--- src/rtl/mem_bus_arbiter.sv ---
// Arbitrates one memory port between instruction fetch (if_*) and load/store (d_*), one transaction at a time.
// Define ARB_RR_EN for round-robin arbitration; otherwise data has priority with a fetch starvation guard.
module mem_bus_arbiter #(
  parameter int ADDR_W       = 19,
  parameter int DATA_W       = 19,
  parameter int MEM_LAT      = 1,
  parameter int STARVE_LIMIT = 4
) (
  input  logic              clk,
  input  logic              rst_n,
  input  logic              if_req,
  input  logic [ADDR_W-1:0] if_addr,
  output logic              if_gnt,
  output logic              if_rvalid,
  output logic [DATA_W-1:0] if_rdata,
  input  logic              d_req,
  input  logic              d_we,
  input  logic [ADDR_W-1:0] d_addr,
  input  logic [DATA_W-1:0] d_wdata,
  output logic              d_gnt,
  output logic              d_done,
  output logic [DATA_W-1:0] d_rdata,
  output logic [ADDR_W-1:0] mem_address,
  output logic              mem_read,
  output logic              mem_write,
  output logic [DATA_W-1:0] mem_wdata,
  input  logic [DATA_W-1:0] mem_rdata,
  output logic              busy
);

  typedef enum logic [1:0] {IDLE, ISSUE, WAIT, RESP} state_t;

  localparam int LAT_W = (MEM_LAT > 1) ? $clog2(MEM_LAT) : 1;

  state_t             state_reg;
  logic               sel_d_reg;
  logic               we_reg;
  logic [LAT_W-1:0]   lat_cnt_reg;
  logic               any_req;
  logic               grant_d;

  assign any_req = if_req | d_req;

`ifdef ARB_RR_EN
  // High when data should win the next tie; data is favoured first out of reset.
  logic rr_prio_d_reg;

  assign grant_d = d_req & (~if_req | rr_prio_d_reg);

  always_ff @(posedge clk or negedge rst_n) begin
    if (!rst_n) begin
      rr_prio_d_reg <= 1'b1;
    end else if (state_reg == IDLE && any_req) begin
      rr_prio_d_reg <= ~grant_d;
    end
  end
`else
  localparam int STARVE_W = $clog2(STARVE_LIMIT + 1);

  logic [STARVE_W-1:0] starve_cnt_reg;
  logic                starved;

  assign starved = (starve_cnt_reg >= STARVE_W'(STARVE_LIMIT));
  assign grant_d = d_req & ~(if_req & starved);

  // Counts data wins taken while fetch was waiting; saturates at the limit.
  always_ff @(posedge clk or negedge rst_n) begin
    if (!rst_n) begin
      starve_cnt_reg <= '0;
    end else if (state_reg == IDLE) begin
      if (!if_req || !grant_d) begin
        starve_cnt_reg <= '0;
      end else if (!starved) begin
        starve_cnt_reg <= starve_cnt_reg + STARVE_W'(1);
      end
    end
  end
`endif

  always_ff @(posedge clk or negedge rst_n) begin
    if (!rst_n) begin
      state_reg   <= IDLE;
      sel_d_reg   <= 1'b0;
      we_reg      <= 1'b0;
      lat_cnt_reg <= '0;
      if_gnt      <= 1'b0;
      if_rvalid   <= 1'b0;
      if_rdata    <= '0;
      d_gnt       <= 1'b0;
      d_done      <= 1'b0;
      d_rdata     <= '0;
      mem_address <= '0;
      mem_read    <= 1'b0;
      mem_write   <= 1'b0;
      mem_wdata   <= '0;
      busy        <= 1'b0;
    end else begin
      if_gnt    <= 1'b0;
      d_gnt     <= 1'b0;
      if_rvalid <= 1'b0;
      d_done    <= 1'b0;
      case (state_reg)
        IDLE: begin
          if (any_req) begin
            state_reg   <= ISSUE;
            busy        <= 1'b1;
            sel_d_reg   <= grant_d;
            we_reg      <= grant_d & d_we;
            if_gnt      <= ~grant_d;
            d_gnt       <= grant_d;
            mem_address <= grant_d ? d_addr : if_addr;
            mem_read    <= ~(grant_d & d_we);
            mem_write   <= grant_d & d_we;
            mem_wdata   <= (grant_d & d_we) ? d_wdata : '0;
          end
        end
        ISSUE: begin
          mem_address <= '0;
          mem_read    <= 1'b0;
          mem_write   <= 1'b0;
          mem_wdata   <= '0;
          lat_cnt_reg <= LAT_W'(MEM_LAT - 1);
          if (we_reg) begin
            state_reg <= RESP;
            d_done    <= 1'b1;
          end else begin
            state_reg <= WAIT;
          end
        end
        WAIT: begin
          // Read data is valid exactly MEM_LAT cycles after the strobe cycle.
          if (lat_cnt_reg == '0) begin
            state_reg <= RESP;
            if (sel_d_reg) begin
              d_rdata <= mem_rdata;
              d_done  <= 1'b1;
            end else begin
              if_rdata  <= mem_rdata;
              if_rvalid <= 1'b1;
            end
          end else begin
            lat_cnt_reg <= lat_cnt_reg - LAT_W'(1);
          end
        end
        RESP: begin
          state_reg <= IDLE;
          busy      <= 1'b0;
        end
        default: begin
          state_reg <= IDLE;
          busy      <= 1'b0;
        end
      endcase
    end
  end

endmodule

--- config.mk ---
export PLATFORM = sky130hd
export DESIGN_NAME = mem_bus_arbiter
export DESIGN_NICKNAME = d
export VERILOG_FILES = /design/src/rtl/mem_bus_arbiter.sv
export SDC_FILE = /design/constraint.sdc
export NUM_CORES = 1
export LEC_CHECK = 0
export BUFFER_PORTS_ARGS = -buffer_cell sky130_fd_sc_hd__buf_2
export CORE_UTILIZATION = 53
export CTS_BUF_LIST = sky130_fd_sc_hd__clkbuf_4
export DETAILED_ROUTE_END_ITERATION = 16
export HOLD_SLACK_MARGIN = 0.06
export PLACE_DENSITY = 0.88
export REMOVE_ABC_BUFFERS = 1
export SLEW_MARGIN = 20
export SYNTH_ARGS = -nofsm -noshare
export SYNTH_HDL_FRONTEND = slang
export SYNTH_SLANG_ARGS = --single-unit
--- constraint.sdc ---
create_clock -name clk -period 4.8 [get_ports clk]
set_clock_uncertainty 0.05 [all_clocks]
set_input_delay 0.96 -clock clk [delete_from_list [all_inputs] [get_ports clk]]
set_output_delay 0.96 -clock clk [all_outputs]
set_load 0.01 [all_outputs]
==> results of run 1 <==
report_power, final:
group	internal [W]	switching [W]	leakage (nW)
sequential	0.00108	0.000164	1.14
clock	0.000162	0.000238	0.0703
combinational	0.000612	0.000654	1.20
kinds of logic (layout without fill, tap and decap cells):
kind of cell / Yosys count / in the layout / share of synthesized area, %
adder cells (fa/ha/maj): 6 / 6 / 2.01
AO/OA/AOI/OAI: 74 / 74 / 18.7
AND/OR/NAND/NOR: 15 / 15 / 2.55
buffers and inverters: 25 / 188 / 4.59
multiplexers: 39 / 39 / 11.7
flip-flops: 90 / 90 / 60.4
path summary, 6_finish.rpt:
check | endpoint | cells past startpoint
max in group asynchronous | d_rdata[0] | 2
min reg2reg | mem_write | 1
min in group asynchronous | mem_wdata[0] | 1
min | mem_write | 1
max reg2reg | mem_wdata[9] | 5
max | mem_wdata[9] | 5
per-stage QoR:
step	setup WS [ns]	total power (W)
global placement	1.80	0.00247
detailed placement	1.69	0.00254
floorplan	2.24	0.00202
finish	2.08	0.00291
CTS	2.06	0.00293
global route	1.91	0.00310
cells in the mapped netlist (2+ instances only):
cell type	count	area [sq um]
buf_4	5	37.5
buf_6	6	67.6
mux2_2	38	428
a21o_1	2	15.0
o21ai_0	4	20.0
a221o_2	5	56.3
buf_2	2	10.0
a21oi_1	2	10.0
a21boi_2	15	169
clkbuf_1	2	7.51
a21boi_0	5	37.5
nand2_1	5	18.8
inv_1	9	33.8
a22o_1	20	175
a221o_1	14	140
dfrtp_1	90	2250
ha_1	6	75.1
nor2_1	2	7.51
worst max-delay path, stage by stage, from the launching register on:
cell,delay [ns]
dfrtp_1,0.40
inv_1,0.12
ha_1,0.28
or3b_1,0.94
nand2_2,0.47
a22o_1,0.36
metal layers:
| layer | vias to the layer above | routed length, microns | global-route usage, % |
|---|---|---|---|
| li1 | 1243 | - | - |
| met1 | 1307 | 3400 | 29.4 |
| met2 | 115 | 3810 | 35.5 |
| met3 | 10 | 483 | 5.29 |
| met4 | 0 | 125 | 10.0 |
| met5 | - | 0 | 0 |
layout make-up:
cell class	count	area share [%]
flip-flops and latches	90	48.1
multi-input cells	134	28.2
repair buffers	164	17.6
well taps	96	2.56
clock buffers	10	1.60
clock inverters	5	1.18
inverters	9	0.721
==> impl_metrics.env, run 1 <==
export IMPL_clk_path_buf_depth=2
export IMPL_yosys_warnings=0
export IMPL_multi_input_area_sq_um=1320
export IMPL_dieArea_sq_um=7380
export IMPL_initial_core_util_pct=54.9
export IMPL_cts_tree="built"
export IMPL_criticalPathCategory="reg -> reg"
export IMPL_post_cts_buffers=0
export IMPL_numClockSinks=90
export IMPL_clk_pin_slew_ns=0.12
export IMPL_port_buffers=163
export IMPL_critPathMaxFanout=25
export IMPL_ys_seq_elements=90
export IMPL_first_pass_iters=4
export IMPL_outcome="finished, final reports clean"
export IMPL_first_iter_violations=60
export IMPL_min_period_ns=2.72
export IMPL_hold_path_class="reg -> reg"
export IMPL_cts_buffers_inserted=9
export IMPL_vdd_drop_max_v=0.000345
export IMPL_cts_root_buf="clkbuf_4"
export IMPL_maxSlewViolCount=0
export IMPL_async_flop_share_pct=100
export IMPL_final_cells=508
export IMPL_final_common_cell="buf_2"
export IMPL_r2r_setup_slack_ns=2.08
export IMPL_end_kind="register"
export IMPL_synth_area_sq_um=3730
export IMPL_p_leak_nw=2.41
export IMPL_ctsResizeCount=0
export IMPL_drc=0
export IMPL_post_route_period_util_pct=56.6
export IMPL_die_h_microns=85.9
export IMPL_rsz0062_at_grt="false"
export IMPL_seqCellArea_sq_um=2250
export IMPL_synth_seq_area_share_pct=60.4
export IMPL_grt_start_max_net_pins=49
export IMPL_r2r_start="state_reg[0]"
export IMPL_post_dp_cell_area_sq_um=4550
export IMPL_worst_pin_slew_ns=1.13
export IMPL_cts_hold_buffers=0
export IMPL_final_nets=495
export IMPL_power_density_nw_per_um2=620
export IMPL_maxCapViolCount=0
export IMPL_viasPerCell=5.27
export IMPL_fin_area_sq_um=4680
export IMPL_finalSetupViolations=0
export IMPL_final_cell_mix="buf_2 (162), dfrtp_1 (90), mux2_2 (38), a22o_1 (20), a21boi_2 (15)"
export IMPL_avgSynthCellArea_sq_um=15.0
export IMPL_wl_per_cell_microns=15.4
export IMPL_worstSetupStartpoint="state_reg[0]"
export IMPL_gp_congestion=0.798
export IMPL_antenna_found_initial=0
export IMPL_synth_flop_cell="dfrtp_1"
export IMPL_dr_total_vias=2675
export IMPL_timing_final_hold_violations=0
export IMPL_areaGrowthSynthToFinish_pct=25.6
export IMPL_ys_types=35
export IMPL_diodes=0
export IMPL_synth_edf_count=0
export IMPL_grt_pass1_wl_mm=12.5
export IMPL_synthCells=249
export IMPL_worstSetupStartpointType="register"
export IMPL_grt_usage_pct=22.4
export IMPL_detailed_place_hpwl_mm=5.71
export IMPL_grt_pass1_vias=2542
export IMPL_die_w_microns=85.9
export IMPL_grt_overflow=0
export IMPL_cts_max_level=3
export IMPL_setup_tns_ns=0
export IMPL_final_core_util_pct=69.0
export IMPL_slew_limit_headroom_pct=24.7
export IMPL_rows=30
export IMPL_num_io_pins=164
export IMPL_critical_path_required_ns=5.06
export IMPL_wl_mm=7.81
export IMPL_min_delay_start="mem_write"
export IMPL_hold_ws_ns=0.438
export IMPL_clkLatencyLatePin_ns=0.42
export IMPL_core_sq_um=6790
export IMPL_arrival_ns=2.98
export IMPL_fmax_mhz=368
export IMPL_fill_cells=490
export IMPL_postRouteAntennaNets=0
export IMPL_dpl_cell_count=493
export IMPL_drive_gt1_share_pct=59.0
(Power assumes the default switching activity.)
==> inputs of run 2 (changes only) <==
Settings changed: CORE_UTILIZATION 53 to 44, PLACE_DENSITY 0.88 to 0.78.
Clock period 4.8 ns to 2.3 ns, I/O delays scaled along.
==> impl_metrics.env, run 2 (synthesis results as in run 1) <==
export IMPL_outcome="finished, final reports clean"
export IMPL_initial_core_util_pct=45.4
export IMPL_r2r_setup_slack_ns=0.28
export IMPL_wl_mm=8.22
export IMPL_final_common_cell="buf_2"
export IMPL_finalSetupViolations=0
export IMPL_ctsResizeCount=0
export IMPL_antenna_found_initial=0
export IMPL_clk_pin_slew_ns=0.14
export IMPL_min_period_ns=2.02
export IMPL_p_leak_nw=2.46
export IMPL_rows=33
export IMPL_final_nets=505
export IMPL_cts_root_buf="clkbuf_4"
export IMPL_critPathMaxFanout=21
export IMPL_viasPerCell=5.18
export IMPL_timing_final_hold_violations=0
export IMPL_postLayoutSetupSlackWorst_ns=0.278
export IMPL_port_buffers=163
export IMPL_grt_usage_pct=19.6
export IMPL_fin_area_sq_um=4790
export IMPL_die_w_microns=94.1
export IMPL_maxSlewViolCount=0
export IMPL_areaGrowthSynthToFinish_pct=28.4
export IMPL_grt_pass1_wl_mm=12.9
export IMPL_hold_path_class="in -> reg"
export IMPL_final_cell_mix="buf_2 (162), dfrtp_1 (90), mux2_2 (38), a22o_1 (20), a21boi_2 (15)"
export IMPL_dr_total_vias=2731
export IMPL_dpl_cell_count=511
export IMPL_grt_pass1_vias=2688
export IMPL_setup_tns_ns=0
export IMPL_maxCapViolCount=0
export IMPL_end_kind="register"
export IMPL_cts_max_level=3
export IMPL_worstSetupStartpointType="register"
export IMPL_first_iter_violations=77
export IMPL_arrival_ns=2.29
export IMPL_diodes=0
export IMPL_clkLatencyLatePin_ns=0.41
export IMPL_preCtsSetupSlack_ns=0.281
export IMPL_core_sq_um=8220
export IMPL_critical_path_required_ns=2.57
export IMPL_cts_hold_buffers=1
export IMPL_power_density_nw_per_um2=1280
export IMPL_die_h_microns=94.1
export IMPL_rsz0062_at_grt="false"
export IMPL_detailed_place_hpwl_mm=6.11
export IMPL_min_path_cells=2
export IMPL_r2r_cells=5
export IMPL_clk_path_buf_depth=2
export IMPL_final_cells=527
export IMPL_post_cts_buffers=0
export IMPL_wl_per_cell_microns=15.6
export IMPL_grt_overflow=0
export IMPL_post_route_period_util_pct=87.9
export IMPL_numClockSinks=90
export IMPL_hold_ws_ns=0.195
export IMPL_slew_limit_headroom_pct=49.4
export IMPL_worst_pin_slew_ns=0.757
export IMPL_post_dp_cell_area_sq_um=4650
export IMPL_first_pass_iters=4
export IMPL_gp_congestion=0.744
export IMPL_drc=0
export IMPL_drive_gt1_share_pct=60.0
export IMPL_vdd_drop_max_v=0.000524
export IMPL_cts_buffers_inserted=9
export IMPL_grt_start_max_net_pins=41
export IMPL_num_io_pins=164
export IMPL_cts_tree="built"
export IMPL_dieArea_sq_um=8850
export IMPL_fmax_mhz=495
export IMPL_criticalPathCategory="reg -> reg"
export IMPL_postRouteAntennaNets=0
[run 2: cell types whose count changed in the layout (fill, tap and decap cells not counted), sizes merged]
cell | previous run | this run
clkbuf | 10 | 9
dlygate4sd3 | 0 | 1
inv | 10 | 9
buf | 164 | 173
clkinv | 2 | 4
[run 2: critical path: stages (launching register included)]
cell and delay (ns):
dfrtp_1 0.42, inv_1 0.14, ha_1 0.26, or2_2 0.39, nand2_2 0.34, a22o_1 0.33
[run 2: path summary, 6_finish.rpt]
path / to / from
max: mem_wdata[7] / state_reg[0]
min: mem_wdata[16] / d_wdata[16]
max reg2reg: mem_wdata[7] / state_reg[0]
min reg2reg: mem_write / mem_write
max in group asynchronous: if_rdata[6] / rst_n
min in group asynchronous: if_rdata[9] / rst_n
[run 2: per-stage QoR]
stage / utilization [%] / total power (W)
2_1_floorplan: - / 0.00421
5_1_grt: 58.3 / 0.00661
3_3_place_gp: 56.5 / 0.00524
4_1_cts: 58.3 / 0.00622
3_5_place_dp: 56.5 / 0.00537
6_report: 58.3 / 0.00614
[run 2: area by class of cell]
type / instances / area (sq um)
timing repair buffer: 174 / 916
multi-input combinational: 134 / 1320
tap: 105 / 131
sequential: 90 / 2250
inverter: 9 / 33.8
fill: 710 / 3420
clock inverter: 6 / 68.8
clock buffer: 9 / 67.6
[run 2: metal layers]
metal	GRT usage (%)	part of all wire, %	vias to the layer above
met3	8.09	8.9	4
met2	31.3	46	131
li1	-	-	1267
met5	0	0	-
met4	5.38	0.57	0
met1	24.4	44	1329
[run 2: report_power, final]
group	internal, W	leakage, nW	switching (W)
clock	0.000330	0.0720	0.000520
sequential	0.00225	1.14	0.000335
combinational	0.00133	1.25	0.00138
total	0.00391	2.46	0.00224
